## config.mk

```make
export PLATFORM = sky130hd
export DESIGN_NAME = bcd_timer_ctrl
export DESIGN_NICKNAME = d
export VERILOG_FILES = /design/src/rtl/bcd_timer_pkg.sv /design/src/rtl/bcd_digit.sv /design/src/rtl/bcd_timer_ctrl.sv
export SDC_FILE = /design/constraint.sdc
export NUM_CORES = 1
export LEC_CHECK = 0
export ABC_AREA = 1
export CAP_MARGIN = 20
export CELL_PAD_IN_SITES_DETAIL_PLACEMENT = 1
export CELL_PAD_IN_SITES_GLOBAL_PLACEMENT = 2
export CORE_ASPECT_RATIO = 0.9
export CORE_MARGIN = 4
export CORE_UTILIZATION = 25
export CTS_CLUSTER_DIAMETER = 100
export CTS_CLUSTER_SIZE = 16
export DETAILED_ROUTE_END_ITERATION = 10
export GPL_TIMING_DRIVEN = 1
export PLACE_DENSITY_LB_ADDON = 0.1
export SLEW_MARGIN = 10
export SYNTH_ARGS = -nofsm -noshare
export SYNTH_HDL_FRONTEND = slang
export SYNTH_SLANG_ARGS = --single-unit
```

## constraint.sdc

```tcl
create_clock -name clk -period 1.6 [get_ports clk]
set_clock_uncertainty 0.15 [all_clocks]
set_input_delay 0.32 -clock clk [delete_from_list [all_inputs] [get_ports clk]]
set_output_delay 0.32 -clock clk [all_outputs]
set_load 0.02 [all_outputs]
```

## src/rtl/bcd_timer_pkg.sv

```systemverilog
// Shared types and constants for the BCD countdown timer: FSM states,
// command opcodes and the BCD nibble legality check.
package bcd_timer_pkg;

    typedef enum logic [2:0] {
        S_IDLE   = 3'd0,
        S_LOADED = 3'd1,
        S_RUN    = 3'd2,
        S_PAUSE  = 3'd3,
        S_DONE   = 3'd4
    } state_t;

    localparam logic [1:0] OP_LOAD  = 2'b00;
    localparam logic [1:0] OP_START = 2'b01;
    localparam logic [1:0] OP_PAUSE = 2'b10;
    localparam logic [1:0] OP_CLEAR = 2'b11;

    localparam logic [3:0] BCD_MAX = 4'd9;

    function automatic logic bcd_nibble_ok(input logic [3:0] nib);
        return (nib <= BCD_MAX);
    endfunction

endpackage

```

## src/rtl/bcd_digit.sv

```systemverilog
// One BCD decade: synchronous clear/load, borrow-chained decrement, zero flag.
module bcd_digit
    import bcd_timer_pkg::*;
(
    input  logic       clk,
    input  logic       rst,
    input  logic       clr,
    input  logic       load,
    input  logic [3:0] load_val,
    input  logic       dec_en,
    input  logic       borrow_in,
    output logic [3:0] q,
    output logic       borrow_out,
    output logic       zero
);

    always_ff @(posedge clk or negedge rst) begin
        if (!rst) begin
            q <= 4'd0;
        end else if (clr) begin
            q <= 4'd0;
        end else if (load) begin
            q <= load_val;
        end else if (dec_en && borrow_in) begin
            q <= (q == 4'd0) ? BCD_MAX : q - 4'd1;
        end
    end

    assign zero       = (q == 4'd0);
    assign borrow_out = borrow_in & zero;

endmodule

```

## src/rtl/bcd_timer_ctrl.sv

```systemverilog
// Presettable BCD countdown timer controller with tick prescaler and command
// handshake. Optional macro BCD_TIMER_AUTO_RELOAD_EN reloads the preset on expiry.
module bcd_timer_ctrl
    import bcd_timer_pkg::*;
#(
    parameter int DIGITS   = 2,
    parameter int TICK_DIV = 10
)(
    input  logic                  clk,
    input  logic                  rst,
    input  logic                  cmd_valid,
    output logic                  cmd_ready,
    input  logic [1:0]            cmd_op,
    input  logic [4*DIGITS-1:0]   cmd_data,
    input  logic                  tick,
    output logic [4*DIGITS-1:0]   count,
    output logic                  busy,
    output logic                  done,
    output logic                  err
);

    localparam logic [7:0] PSC_LAST = 8'(TICK_DIV - 1);

    state_t                    state;
    logic [4*DIGITS-1:0]       preset;
    logic [7:0]                psc;

    logic [DIGITS-1:0][3:0]    dq;
    logic [DIGITS-1:0]         dzero;
    logic [DIGITS:0]           brw;

    logic acc, legal, cnt_zero, cnt_one;
    logic do_clear, do_load, do_start, do_pause, step, reload;
    logic dig_load;
    logic [4*DIGITS-1:0]       dig_val;

    assign cmd_ready = (state != S_DONE);
    assign acc       = cmd_valid & cmd_ready;

    always_comb begin
        legal = 1'b1;
        for (int i = 0; i < DIGITS; i++)
            if (!bcd_nibble_ok(cmd_data[4*i +: 4])) legal = 1'b0;
    end

    // cnt_one means the next step lands on zero
    always_comb begin
        cnt_zero = &dzero;
        cnt_one  = (dq[0] == 4'd1);
        for (int i = 1; i < DIGITS; i++)
            if (!dzero[i]) cnt_one = 1'b0;
    end

    assign do_clear = acc & (cmd_op == OP_CLEAR);
    assign do_load  = acc & (cmd_op == OP_LOAD) &
                      (state == S_IDLE || state == S_LOADED || state == S_PAUSE);
    assign do_start = acc & (cmd_op == OP_START) &
                      (state == S_LOADED || state == S_PAUSE);
    assign do_pause = acc & (cmd_op == OP_PAUSE) & (state == S_RUN);

    // Only commands that take effect in RUN (PAUSE, CLEAR) pre-empt a step;
    // ignored LOAD/START leave the countdown undisturbed.
    assign step = (state == S_RUN) & tick & (psc == PSC_LAST) & ~do_clear & ~do_pause;

`ifdef BCD_TIMER_AUTO_RELOAD_EN
    assign reload = (state == S_DONE) && (preset != '0);
`else
    assign reload = 1'b0;
`endif

    assign dig_load = (do_load & legal) | reload;
    assign dig_val  = do_load ? cmd_data : preset;

    assign brw[0] = 1'b1;

    genvar g;
    generate
        for (g = 0; g < DIGITS; g++) begin : g_digit
            bcd_digit u_digit (
                .clk        (clk),
                .rst        (rst),
                .clr        (do_clear),
                .load       (dig_load),
                .load_val   (dig_val[4*g +: 4]),
                .dec_en     (step),
                .borrow_in  (brw[g]),
                .q          (dq[g]),
                .borrow_out (brw[g+1]),
                .zero       (dzero[g])
            );
        end
    endgenerate

    assign count = dq;

    always_ff @(posedge clk or negedge rst) begin
        if (!rst) begin
            state  <= S_IDLE;
            preset <= '0;
            psc    <= 8'd0;
            busy   <= 1'b0;
            done   <= 1'b0;
            err    <= 1'b0;
        end else begin
            done <= 1'b0;
            if (do_clear) begin
                state  <= S_IDLE;
                preset <= '0;
                psc    <= 8'd0;
                busy   <= 1'b0;
                err    <= 1'b0;
            end else if (do_load) begin
                if (legal) begin
                    preset <= cmd_data;
                    psc    <= 8'd0;
                    state  <= S_LOADED;
                    busy   <= 1'b0;
                end else begin
                    err <= 1'b1;
                end
            end else if (do_start) begin
                psc <= 8'd0;
                if (cnt_zero) begin
                    state <= S_DONE;
                    done  <= 1'b1;
                    busy  <= 1'b0;
                end else begin
                    state <= S_RUN;
                    busy  <= 1'b1;
                end
            end else if (do_pause) begin
                state <= S_PAUSE;
            end else if (state == S_RUN && tick) begin
                if (psc == PSC_LAST) begin
                    psc <= 8'd0;
                    if (cnt_one) begin
                        state <= S_DONE;
                        done  <= 1'b1;
                        busy  <= 1'b0;
                    end
                end else begin
                    psc <= psc + 8'd1;
                end
            end else if (state == S_DONE) begin
                if (reload) begin
                    state <= S_RUN;
                    busy  <= 1'b1;
                    psc   <= 8'd0;
                end else begin
                    state <= S_IDLE;
                end
            end
        end
    end

endmodule

```

==> impl_metrics.ini <==
[place]
hpwlAfterDp_mm = 4.14
io_buffer_count = 25
placed_cells = 404
place_congestion = 0.773
dpl_cell_area_mm2 = 0.00228

[global_route]
antenna_found_initial = 0
grt_pass1_wl_mm = 9.03
grt_max_degree = 23
grt_pass1_vias = 1848
overflow = 0
groute.usage.overall = 0.144

[clock_tree]
htree_levels = 1
cts_tree = done
numCtsBuffers = 3
clk_pin_slew_ns = 0.09
cts.path.max_buffers = 2
cts.sinks = 22
postCtsHoldBufs = 0
insertion_delay_ns = 0.27
cts-root-buf = clkbuf_8

[setup_path]
r2r_cells = 11
cp-end-kind = flop
cp-start-kind = flop
critPathArrivalTime_ns = 1.84
critical_path_class = reg2reg
cp.required_ns = 1.61
path_max_fanout = 6

[finish]
drive_gt1_frac = 0.364
fin_nets = 353
final_util = 0.428
final_cell_area_mm2 = 0.00265
num_antenna_cells = 0
fillerInstances = 821
stdcell_count = 422
syn2layout_area_growth_pct = 65.0

[pwr]
p_per_area_mw_per_mm2 = 1280
p_leak_nw = 1.35
peakVddDrop_v = 0.000554

[route]
wl_met2_mm = 2.54
drt_iter0_markers = 42
viasPerCell = 4.41
detail-route-antenna-nets = 0
met3_wirelength_um = 149
remaining_drc_errors = 0
firstDrtPassIters = 4
routed_wirelength_mm = 5.49
wire_per_inst_um = 13.0
routed-via-count = 1861
top_layer = met4
wl_met1_mm = 2.77

[yosys]
synth.ff_latch_count = 22
synth_fp_nets = 267
synthTopCellsByArea = dfrtp_1, nand2_1, nor2_1
synth_edf_count = 0
synth_most_common_cell = nand2_1
synth.distinct_cells = 22
synthCells = 251
async_reset_ff_frac = 1.00
ys_seq_area_frac = 0.343
synthTopCellsByCount = nand2_1, nor2_1, inv_1
ys.warnings.count = 0
ys.flop_type = dfrtp_1
synth_area_mm2 = 0.00160
post-synth-top-area-cell = dfrtp_1
syn_area_per_cell_um2 = 6.39
yosysTopAreaCellShare = 0.343

[floorplan]
start_util = 0.259
die_area_mm2 = 0.00776
die_w_um = 92.4
core_area_mm2 = 0.00618
row_count = 27
dieHeight_um = 84.0
boundaryPins = 26

[status]
status = complete, but fails checks
violations = negative setup slack

[timing]
fmax_mhz = 546
hold_viol_final = 0
tightest_slew_ns = 0.313
fin_crit_ns = 1.83
fin_tns_setup_ns = -3.38
setup_ws_ns = -0.231
max_slew_margin = 0.789
finalSetupViolCount = 23
hold-worst-slack_ns = 0.260
post-route-period-util = 1.14
rsz0062_at_grt = true
slew_violations = 0

[job]
drv_cap = 0

[min_path]
hold_class = in2async
[flip-flops by register name, indices dropped and copies added, names as in the netlist]
register	count
g_digit.u_digit.q	8
err	1
busy	1
done	1
psc	8
state	3
[routing by layer]
layer  GRT usage  vias up
met5           0        -
met4      0.0229        0
met3      0.0271        4
met2       0.220       21
met1       0.213      879
li1            -      957
[per-stage QoR]
step                      power (mW)  setup slack, ns
after detailed placement        2.79           -0.572
after floorplan                 1.92          -0.0419
final                           3.39           -0.231
after global routing            3.73           -0.322
after CTS                       3.31           -0.197
after global placement          2.77           -0.538
[cell type report]
cell class	count	area (um2)	share of cell area
Timing Repair inverter	1	7.51	0.00284
Timing Repair Buffer	80	664	0.251
Clock buffer	3	41.3	0.0156
Sequential cell	22	553	0.209
Tap cell	87	109	0.0411
Inverter	33	144	0.0544
Multi-Input combinational cell	196	1130	0.426
[worst max-delay path, cell delays in order, from the launching register on]
cell	delay, ns
dfrtp_2	0.46
nor2_2	0.13
nand2_2	0.11
nand2_4	0.16
inv_6	0.07
nand2_8	0.07
nand2_4	0.05
nor2_4	0.18
nand2_2	0.09
nand2_4	0.12
buf_6	0.10
o21ai_2	0.04
[cell usage in the layout, fill, tap and decap left out, drive strengths merged]
cell type / instances
a21oi: 5
buf: 56
clkbuf: 3
clkdlybuf4s50: 11
clkinvlp: 1
dfrtp: 22
dlygate4sd2: 13
ha: 2
inv: 33
nand2: 96
nand3: 23
nand4: 3
nor2: 36
nor3: 5
o21a: 1
o21ai: 22
xor2: 3
[worst paths after layout]
kind,from,end,slack (ns)
setup / recovery,state[0],g_digit[1].u_digit.q[1],-0.23
hold / removal,rst,psc[2],0.26
setup reg to reg,state[0],g_digit[1].u_digit.q[1],-0.23
hold reg to reg,err,err,0.33
max in group asynchronous,rst,state[2],0.79
min in group clk,err,err,0.33
[kinds of logic (layout without fill, tap and decap cells)]
logic type / count (synthesis) / count (layout) / share of synthesized area
simple gates: 162 / 163 / 0.448
compound gates: 28 / 28 / 0.0913
xor+xnor: 3 / 3 / 0.0164
flops: 22 / 22 / 0.343
buf+inv: 34 / 117 / 0.0858
fa+ha+maj: 2 / 2 / 0.0156
[power by group]
part | leakage (nW) | total, mW | internal, mW | switching [mW]
clock network | 0.0216 | 0.367 | 0.169 | 0.198
registers | 0.286 | 0.940 | 0.756 | 0.184
logic | 1.04 | 2.09 | 0.907 | 1.18
total | 1.35 | 3.39 | 1.83 | 1.56
[what timing repair did]
item,in CTS,in global routing
endpoints found under the setup margin,34,22
gates resized for setup,54,29
pin swaps,14,11
buffers inserted,6,7
gates cloned,2,0
(Power assumes the default switching activity.)
